<file path="config.mk">
export PLATFORM = sky130hd
export DESIGN_NAME = ex_mem_pipe_flat
export DESIGN_NICKNAME = d
export VERILOG_FILES = /design/src/rtl/cpu_pkg.sv /design/src/rtl/ex_mem_pipe_if.sv /design/src/rtl/flag_reg.sv /design/src/rtl/ex_mem_pipe.sv /design/src/flat_wrapper.sv
export SDC_FILE = /design/constraint.sdc
export NUM_CORES = 1
export LEC_CHECK = 0
export CAP_MARGIN = 20
export CORE_MARGIN = 2
export CORE_UTILIZATION = 37
export CTS_CLUSTER_DIAMETER = 200
export DETAILED_ROUTE_END_ITERATION = 6
export PLACE_DENSITY = 0.78
export SLEW_MARGIN = 15
export SYNTH_ARGS = -nofsm -noshare
export SYNTH_HDL_FRONTEND = slang
export SYNTH_SLANG_ARGS = --single-unit
</file>
<file path="constraint.sdc">
create_clock -name clk -period 2 [get_ports clk]
set_clock_uncertainty 0.05 [all_clocks]
set_input_delay 0.4 -clock clk [delete_from_list [all_inputs] [get_ports clk]]
set_output_delay 0.4 -clock clk [all_outputs]
set_load 0.005 [all_outputs]
</file>
<file path="src/rtl/cpu_pkg.sv">
// cpu_pkg: shared definitions for the 16-bit CPU datapath.
//   - DW_DEFAULT / RW_DEFAULT: default datapath and register-index widths
//   - OP_*: 4-bit opcode encodings
//   - flag_class_e / flag_class(): how an opcode affects the Z/V/N flags
//   - pipe_state_e: run/halt state of the EX->MEM stage
// Build option: FLAG_FWD_EN (see ex_mem_pipe.sv) uses nothing extra from here.
package cpu_pkg;

  localparam int DW_DEFAULT = 16;
  localparam int RW_DEFAULT = 4;

  localparam logic [3:0] OP_ADD    = 4'h0;
  localparam logic [3:0] OP_SUB    = 4'h1;
  localparam logic [3:0] OP_XOR    = 4'h2;
  localparam logic [3:0] OP_RED    = 4'h3;
  localparam logic [3:0] OP_SLL    = 4'h4;
  localparam logic [3:0] OP_SRA    = 4'h5;
  localparam logic [3:0] OP_ROR    = 4'h6;
  localparam logic [3:0] OP_PADDSB = 4'h7;
  localparam logic [3:0] OP_LW     = 4'h8;
  localparam logic [3:0] OP_SW     = 4'h9;
  localparam logic [3:0] OP_LLB    = 4'hA;
  localparam logic [3:0] OP_LHB    = 4'hB;
  localparam logic [3:0] OP_B      = 4'hC;
  localparam logic [3:0] OP_BR     = 4'hD;
  localparam logic [3:0] OP_PCS    = 4'hE;
  localparam logic [3:0] OP_HLT    = 4'hF;

  typedef enum logic [1:0] {
    FL_NONE = 2'd0,
    FL_Z    = 2'd1,
    FL_ALL  = 2'd2
  } flag_class_e;

  typedef enum logic {
    ST_RUN    = 1'b0,
    ST_HALTED = 1'b1
  } pipe_state_e;

  // PADDSB deliberately falls into FL_NONE: a saturated zero must not set Z.
  function automatic flag_class_e flag_class(input logic [3:0] opcode);
    case (opcode)
      OP_ADD, OP_SUB:                 flag_class = FL_ALL;
      OP_XOR, OP_SLL, OP_SRA, OP_ROR: flag_class = FL_Z;
      default:                        flag_class = FL_NONE;
    endcase
  endfunction

endpackage

</file>
<file path="src/rtl/ex_mem_pipe_if.sv">
// ex_mem_pipe_if: EX-side inputs and MEM-side outputs of the EX->MEM stage.
//   ex_*  : instruction presented by EX (valid, opcode, ALU result, overflow,
//           store data, destination, writeback/load/store enables)
//   mem_* : registered copy handed to MEM (enables already gated by valid)
// Modports: master drives ex_* and observes mem_*; slave is the pipe stage.
interface ex_mem_pipe_if #(
  parameter int DW = cpu_pkg::DW_DEFAULT,
  parameter int RW = cpu_pkg::RW_DEFAULT
);
  logic          ex_valid;
  logic [3:0]    ex_opcode;
  logic [DW-1:0] ex_alu_out;
  logic          ex_ovfl;
  logic [DW-1:0] ex_store_data;
  logic [RW-1:0] ex_rd;
  logic          ex_reg_wr;
  logic          ex_mem_rd;
  logic          ex_mem_wr;

  logic          mem_valid;
  logic [DW-1:0] mem_alu_out;
  logic [DW-1:0] mem_store_data;
  logic [RW-1:0] mem_rd;
  logic          mem_reg_wr;
  logic          mem_mem_rd;
  logic          mem_mem_wr;

  modport master (
    output ex_valid, ex_opcode, ex_alu_out, ex_ovfl, ex_store_data,
           ex_rd, ex_reg_wr, ex_mem_rd, ex_mem_wr,
    input  mem_valid, mem_alu_out, mem_store_data, mem_rd,
           mem_reg_wr, mem_mem_rd, mem_mem_wr
  );

  modport slave (
    input  ex_valid, ex_opcode, ex_alu_out, ex_ovfl, ex_store_data,
           ex_rd, ex_reg_wr, ex_mem_rd, ex_mem_wr,
    output mem_valid, mem_alu_out, mem_store_data, mem_rd,
           mem_reg_wr, mem_mem_rd, mem_mem_wr
  );
endinterface

</file>
<file path="src/rtl/flag_reg.sv">
// flag_reg: architectural Z/V/N flag register.
//   clk, rst      : clock, synchronous active-high reset
//   accept        : the instruction in EX is being taken this edge
//   fclass        : flag-update class of that instruction's opcode
//   result, ovfl  : ALU result and signed-overflow bit
//   flag_z/v/n    : registered flags
//   next_z/v/n    : (FLAG_FWD_EN only) value the flags take on this edge
module flag_reg
  import cpu_pkg::*;
#(
  parameter int DW = DW_DEFAULT
) (
  input  logic          clk,
  input  logic          rst,
  input  logic          accept,
  input  flag_class_e   fclass,
  input  logic [DW-1:0] result,
  input  logic          ovfl,
  output logic          flag_z,
  output logic          flag_v,
  output logic          flag_n
`ifdef FLAG_FWD_EN
  ,
  output logic          next_z,
  output logic          next_v,
  output logic          next_n
`endif
);

  logic nz, nv, nn;

  // Reset is folded into the next-state so the forwarded view also reads 0.
  always_comb begin
    nz = flag_z;
    nv = flag_v;
    nn = flag_n;
    if (rst) begin
      nz = 1'b0;
      nv = 1'b0;
      nn = 1'b0;
    end else if (accept) begin
      case (fclass)
        FL_ALL: begin
          nz = (result == '0);
          nv = ovfl;
          nn = result[DW-1];
        end
        FL_Z:    nz = (result == '0);
        default: ;
      endcase
    end
  end

  always_ff @(posedge clk) begin
    if (rst) begin
      flag_z <= 1'b0;
      flag_v <= 1'b0;
      flag_n <= 1'b0;
    end else begin
      flag_z <= nz;
      flag_v <= nv;
      flag_n <= nn;
    end
  end

`ifdef FLAG_FWD_EN
  assign next_z = nz;
  assign next_v = nv;
  assign next_n = nn;
`endif

endmodule

</file>
<file path="src/rtl/ex_mem_pipe.sv">
// ex_mem_pipe: EX->MEM pipeline register of the 16-bit CPU.
//   clk, rst          : clock, synchronous active-high reset
//   stall             : hold every stage register and the flags
//   flush             : turn the incoming instruction into a bubble
//   bus (slave)       : ex_* instruction in, mem_* registered instruction out
//   flag_z/v/n        : architectural flags
//   halted            : sticky, set once an HLT has been accepted
// Build option FLAG_FWD_EN adds fwd_flag_z/v/n, the flag values that will be
// held after the current edge, so a branch can see the flags set by the
// instruction just ahead of it without waiting a cycle.
module ex_mem_pipe
  import cpu_pkg::*;
#(
  parameter int DW = DW_DEFAULT,
  parameter int RW = RW_DEFAULT
) (
  input  logic        clk,
  input  logic        rst,
  input  logic        stall,
  input  logic        flush,
  ex_mem_pipe_if.slave bus,
  output logic        flag_z,
  output logic        flag_v,
  output logic        flag_n,
  output logic        halted
`ifdef FLAG_FWD_EN
  ,
  output logic        fwd_flag_z,
  output logic        fwd_flag_v,
  output logic        fwd_flag_n
`endif
);

  pipe_state_e state_q, state_d;
  logic        accept;
  logic        is_hlt;

  assign is_hlt = (bus.ex_opcode == OP_HLT);
  assign accept = bus.ex_valid & ~stall & ~flush & (state_q == ST_RUN);
  assign halted = (state_q == ST_HALTED);

  always_ff @(posedge clk) begin
    if (rst) state_q <= ST_RUN;
    else     state_q <= state_d;
  end

  // accept already excludes flush, so a flushed HLT never halts.
  always_comb begin
    state_d = state_q;
    if (state_q == ST_RUN && accept && is_hlt) state_d = ST_HALTED;
  end

  // Enables are gated by accept so bubbles never write; HLT travels down as
  // a valid instruction with every enable forced low. Data fields only load
  // while running, so a halted stage ignores whatever EX presents.
  always_ff @(posedge clk) begin
    if (rst) begin
      bus.mem_valid      <= 1'b0;
      bus.mem_alu_out    <= '0;
      bus.mem_store_data <= '0;
      bus.mem_rd         <= '0;
      bus.mem_reg_wr     <= 1'b0;
      bus.mem_mem_rd     <= 1'b0;
      bus.mem_mem_wr     <= 1'b0;
    end else if (flush) begin
      bus.mem_valid  <= 1'b0;
      bus.mem_reg_wr <= 1'b0;
      bus.mem_mem_rd <= 1'b0;
      bus.mem_mem_wr <= 1'b0;
    end else if (!stall) begin
      bus.mem_valid  <= accept;
      bus.mem_reg_wr <= accept & bus.ex_reg_wr & ~is_hlt;
      bus.mem_mem_rd <= accept & bus.ex_mem_rd & ~is_hlt;
      bus.mem_mem_wr <= accept & bus.ex_mem_wr & ~is_hlt;
      if (state_q == ST_RUN) begin
        bus.mem_alu_out    <= bus.ex_alu_out;
        bus.mem_store_data <= bus.ex_store_data;
        bus.mem_rd         <= bus.ex_rd;
      end
    end
  end

  flag_reg #(.DW(DW)) u_flag_reg (
    .clk    (clk),
    .rst    (rst),
    .accept (accept),
    .fclass (flag_class(bus.ex_opcode)),
    .result (bus.ex_alu_out),
    .ovfl   (bus.ex_ovfl),
    .flag_z (flag_z),
    .flag_v (flag_v),
    .flag_n (flag_n)
`ifdef FLAG_FWD_EN
    ,
    .next_z (fwd_flag_z),
    .next_v (fwd_flag_v),
    .next_n (fwd_flag_n)
`endif
  );

endmodule

</file>
<file path="src/flat_wrapper.sv">
// flat-port wrapper written by rule: the top's interface ports become plain ports
module ex_mem_pipe_flat import cpu_pkg::*;
#(
  parameter int DW = DW_DEFAULT,
  parameter int RW = RW_DEFAULT
)
  (clk, rst, stall, flush, flag_z, flag_v, flag_n, halted, bus_ex_valid, bus_ex_opcode, bus_ex_alu_out, bus_ex_ovfl, bus_ex_store_data, bus_ex_rd, bus_ex_reg_wr, bus_ex_mem_rd, bus_ex_mem_wr, bus_mem_valid, bus_mem_alu_out, bus_mem_store_data, bus_mem_rd, bus_mem_reg_wr, bus_mem_mem_rd, bus_mem_mem_wr);
  ex_mem_pipe_if #(.DW(DW), .RW(RW)) bus_i ();
  input  logic clk;
  input  logic rst;
  input  logic stall;
  input  logic flush;
  output logic flag_z;
  output logic flag_v;
  output logic flag_n;
  output logic halted;
  input wire logic [$bits(bus_i.ex_valid)-1:0] bus_ex_valid;
  input wire logic [$bits(bus_i.ex_opcode)-1:0] bus_ex_opcode;
  input wire logic [$bits(bus_i.ex_alu_out)-1:0] bus_ex_alu_out;
  input wire logic [$bits(bus_i.ex_ovfl)-1:0] bus_ex_ovfl;
  input wire logic [$bits(bus_i.ex_store_data)-1:0] bus_ex_store_data;
  input wire logic [$bits(bus_i.ex_rd)-1:0] bus_ex_rd;
  input wire logic [$bits(bus_i.ex_reg_wr)-1:0] bus_ex_reg_wr;
  input wire logic [$bits(bus_i.ex_mem_rd)-1:0] bus_ex_mem_rd;
  input wire logic [$bits(bus_i.ex_mem_wr)-1:0] bus_ex_mem_wr;
  output wire logic [$bits(bus_i.mem_valid)-1:0] bus_mem_valid;
  output wire logic [$bits(bus_i.mem_alu_out)-1:0] bus_mem_alu_out;
  output wire logic [$bits(bus_i.mem_store_data)-1:0] bus_mem_store_data;
  output wire logic [$bits(bus_i.mem_rd)-1:0] bus_mem_rd;
  output wire logic [$bits(bus_i.mem_reg_wr)-1:0] bus_mem_reg_wr;
  output wire logic [$bits(bus_i.mem_mem_rd)-1:0] bus_mem_mem_rd;
  output wire logic [$bits(bus_i.mem_mem_wr)-1:0] bus_mem_mem_wr;
  assign bus_i.ex_valid = bus_ex_valid;
  assign bus_i.ex_opcode = bus_ex_opcode;
  assign bus_i.ex_alu_out = bus_ex_alu_out;
  assign bus_i.ex_ovfl = bus_ex_ovfl;
  assign bus_i.ex_store_data = bus_ex_store_data;
  assign bus_i.ex_rd = bus_ex_rd;
  assign bus_i.ex_reg_wr = bus_ex_reg_wr;
  assign bus_i.ex_mem_rd = bus_ex_mem_rd;
  assign bus_i.ex_mem_wr = bus_ex_mem_wr;
  assign bus_mem_valid = bus_i.mem_valid;
  assign bus_mem_alu_out = bus_i.mem_alu_out;
  assign bus_mem_store_data = bus_i.mem_store_data;
  assign bus_mem_rd = bus_i.mem_rd;
  assign bus_mem_reg_wr = bus_i.mem_reg_wr;
  assign bus_mem_mem_rd = bus_i.mem_mem_rd;
  assign bus_mem_mem_wr = bus_i.mem_mem_wr;
  ex_mem_pipe #(.DW(DW), .RW(RW)) u_core (.clk(clk), .rst(rst), .stall(stall), .flush(flush), .bus(bus_i), .flag_z(flag_z), .flag_v(flag_v), .flag_n(flag_n), .halted(halted));
endmodule
</file>
==> After elaboration in Yosys (flattened, before gate mapping) <==
Index checks and enable logic that the tools add are counted.
{ "op_classes": {"n_eq_ne": 8, "mux": 1, "bitwise": 13, "reduce_logical": 11} }
{ "op_table": {"columns": ["op", "n"], "rows": [
  ["$logic_not 16->1", 1],
  ["$eq 4x3->1 const B", 3],
  ["$and 1x1->1", 9],
  ["$reduce_or 2->1", 3],
  ["$eq 4x1->1 const B", 1],
  ["$eq 4x2->1 const B", 1],
  ["$eq 4x4->1 const B", 1],
  ["$logic_not 4->1", 1],
  ["$not 1->1", 4],
  ["$pmux 2 s2", 1],
  ["$reduce_and 2->1", 2],
  ["$reduce_or 4->1", 1],
  ["$reduce_and 3->1", 1],
  ["$eq 2x1->1 const B", 1],
  ["$eq 2x2->1 const B", 1],
  ["$logic_and 1x1->1", 2]
]} }
{ "word_totals": {"regBits": 44, "in_bits": 49, "out_inout_bits": 44, "wordCells": 44} }

==> Longest topological paths before layout <==
{ "depth": {"word_depth": 6, "ltp_mapped": 7, "ltp_nobuf": 7} }

==> By module <==
From an unflattened synthesis, not the netlist that was laid out.
{ "hier_totals": {"cells_unflattened": 203, "area_unflattened_um2": 1641.6} }
{ "by_module_without_submodules": {"columns": ["module", "n_inst", "cells_each", "area_each_um2", "seq_area_each_um2"], "rows": [
  ["ex_mem_pipe", 1, 183, 1472.7, 820.8],
  ["flag_reg", 1, 20, 168.9, 60.1]
]} }

==> Least setup slack after synthesis <==
No wires, ideal clock.
{ "synth_timing": {"path_kind": "input to register", "from": "in stall", "to": "reg u_core.u_flag_reg.flag_z", "setup_ns": 0.069, "t_arrival_ns": 1.561, "t_required_ns": 1.881, "setup_slack_ns": 0.320, "cell_stages": 3, "path_buffers": 0, "path_cell_list": "or4b_4 or4_1 o21ai_1"} }
{ "synth_between": {"elab_chain_len": 5} }
{ "synth_rtl": {"columns": ["item", "line_no", "text"], "rows": [
  ["start: declaration", "flat_wrapper.sv:11", "input logic stall;"],
  ["$not 1->1", "ex_mem_pipe.sv:39", "assign accept = bus.ex_valid & ~stall & ~flush & (state_q == ST_RUN);"],
  ["$and 1x1->1 (3 in a row)", "ex_mem_pipe.sv:39", null],
  ["$reduce_and 2->1 (no line)", null, null],
  ["end signal: assignment", "flag_reg.sv:60", "flag_z <= nz;"],
  ["end: declaration", "flag_reg.sv:19", "output logic flag_z,"]
]} }
No other way between the ends.
A chain may end at the register's enable or synchronous reset.

==> Worst setup path after layout <==
Same ends and word-level chain as after synthesis.

==> metrics <==
P per Cell Area=704 nW/µm²; final worst path period need=1.86 ns; hold path endpoint=u_core.bus.mem_alu_out[15]; Worst Hold Class=reg -> reg; clock latency on the worst-skew pair=0.28 ns; Max Clk Rate=0.538 GHz; RSZ-0062 raised after global routing=false; global routing usage on met1=21.3%; Via-to-Cell Ratio=4.85; Pleak=0.999 nW; critical path's top delay family=simple AND/OR/NAND/NOR gates; synth warn=0; dpl ws=-0.311 ns; worst r2r path cells=3; area of the multi-input gates=687 µm²; Slew @ Worst Pin=0.421 ns; CP peak stage delay=0.55 ns; Max Slew Vio Count=0; Hold Path Stages=2; status=finished, final reports clean; Synth Instances=204; first-pass GRT wire length=7500 µm; die area=4910 µm²; worst vdd ir=0.514 mV; Final Hold Fails=0; Remaining DRCs=0; CP max stage cell=or4b_4; placed cell count=345; Hold Startpoint=u_core.bus.mem_alu_out[15]; via count=1711; r2r setup slk=0.34 ns; Worst-path clk slew=0.08 ns; FP Rows=24; Mapped Nets=254; DR WL/cell=12.9 µm; flops & latches, synth=44; layout cells sized above 1=7.31%; HPWL Detailed=3310 µm; Clock Sinks=44; final worst-path cycle share=92.9%; Avg Synthesized Cell Area=7.92 µm²; # H-tree levels=2; Port Buffers=92; CP Capture Type=flop; final worst setup slack=0.141 ns; DIE WIDTH=70.1 µm; Final Setup Violations=0; vias in the first global route=1693; Seq/Total Area, Yosys=54.5%; maximum clock path buffer count=2; Placement Cell Area=2630 µm²; Req. time, crit path=2.17 ns; Critical Path AT=2.03 ns; FF+latch area=881 µm²; Post-Layout Cell Count=353; worst path bufs/invs=1; final instance area=2760 µm²; Post-CTS Setup Inserts=0; post-route ant nets=0; TNS Setup=0 ns; clock root cell=clkbuf_8; Tot Pwr=0.00194 W; Final nets=350; Netlist cell types=21; Initial Util=37.9%; drt initial violations=93; Max-Cap Viols=0; CP startpoint kind=primary input; critical path class=in -> reg; GRT Max-Usage Layer=met2; CP Cell Sequence=clkdlybuf4s50_1, or4b_4, or4_1, o21ai_1; Cell Area, Synth=1620 µm²; final WL=4570 µm; # diodes=0; CP max FO=2; core area=4260 µm²; Die Ht=70.1 µm; largest net degree at the start of global routing=42; cell count along the critical path=4; 1st-pass router iterations=4; met3 Usage GRT=7.79%; CTS tree=yes; CTS buffer count=5; gr ovfl total=0; slew margin rel.=71.9%; Top-Level Pins=93; met2 Track Usage GR=33.2%; Layout area overhead=70.6%; GRT Total Usage=18.9%; Placer Congestion=0.765; reg2reg end=u_core.u_flag_reg.flag_z; RR Startpoint=u_core.halted; Filler cells=378; initial antenna violation count=0
worst reg2reg max path, cell delays in order, from the launching register on:
cell	delay, ns
dfxtp_1	0.36
or4b_4	0.54
or4_1	0.51
o21ai_1	0.14
where the power goes:
part           switching [W]  total (W)  internal, W
clock               0.000288   0.000729     0.000441
combinational       0.000108   0.000285     0.000176
sequential         0.0000162   0.000926     0.000910
sequential cells by signal (all words and copies together) (netlist names):
name                       flops
u_core.bus.mem_alu_out        16
u_core.bus.mem_mem_rd          1
u_core.u_flag_reg.flag_n       1
u_core.halted                  1
u_core.bus.mem_valid           1
u_core.u_flag_reg.flag_v       1
u_core.bus.mem_store_data     16
u_core.u_flag_reg.flag_z       1
u_core.bus.mem_rd              4
u_core.bus.mem_mem_wr          1
u_core.bus.mem_reg_wr          1
final cells by class:
cell class,count,area share [%]
Timing Repair Buffer,101,35.9
Clock buffer,7,3.50
Clock inverter,1,1.09
Multi-Input combinational cell,146,24.9
Inverter,2,0.272
Tap cell,52,2.36
Sequential cell,44,32.0
synth_stat cells:
cell type,n,share of area [%]
nor3_1,3,0.93
nand3_1,1,0.31
inv_1,2,0.46
nand4_1,6,2.3
or3_2,1,0.46
mux2i_1,1,0.62
ha_1,1,0.77
or4_1,3,1.4
o21ai_0,3,0.93
nor2_1,2,0.46
dfxtp_1,44,55
a21oi_1,42,13
o21ai_1,1,0.31
nand2_1,76,18
nor2b_1,1,0.39
nand2b_1,1,0.39
o21ba_2,1,0.62
clkbuf_1,12,2.8
or2_2,1,0.39
or4b_4,1,0.85
nor4_1,1,0.39
what timing repair did:
item,4_1_cts,5_1_grt
hold buffers,0,0
setup endpoints to repair,1,1
gates resized for setup,1,1
endpoints found under the hold margin,0,0
routing by layer:
layer / vias to the layer above / part of all wire [%] / wire, µm
li1: 868 / - / -
met1: 783 / 43 / 1940
met2: 58 / 48 / 2210
met3: 2 / 8.6 / 394
met4: 0 / 0.50 / 23
met5: - / 0 / 0
how the worst max path moves through the flow:
stage                           startpoint                        to  slack, ns
after floorplan                      stall  u_core.u_flag_reg.flag_z       0.32
after global placement    bus_ex_opcode[1]  u_core.u_flag_reg.flag_z      -0.22
after detailed placement  bus_ex_opcode[1]  u_core.u_flag_reg.flag_z      -0.31
after CTS                 bus_ex_opcode[2]  u_core.u_flag_reg.flag_z       0.04
after global routing                 stall  u_core.u_flag_reg.flag_z        0.1
final                                stall  u_core.u_flag_reg.flag_z       0.14
stage by stage:
step	utilization [%]	hold slack, ns
6_report	64.6	0.405
5_1_grt	64.6	0.427
3_3_place_gp	61.6	0.391
2_1_floorplan	-	0.400
3_5_place_dp	61.6	0.397
4_1_cts	64.6	0.408
cell usage in the layout, fill, tap and decap left out, types with 2 or more instances in the layout:
cell	Yosys	routed
clkbuf_8	0	7
dfxtp_1	44	44
or4_1	3	3
nand2_1	76	76
a21oi_1	42	42
buf_4	0	9
nand4_1	6	6
o21ai_0	3	3
inv_1	2	2
clkdlybuf4s50_1	0	90
nor3_1	3	2
nor2_1	2	2
kinds of logic (layout without fill, tap and decap cells):
family          after synthesis  in the layout  synth area share [%]
fa+ha+maj                     1              1                 0.774
compound gates               47             47                  14.9
mux                           1              1                 0.620
simple gates                 97             97                  25.9
buf+inv                      14            111                  3.25
flops                        44             44                  54.5
(Power assumes the default switching activity.)
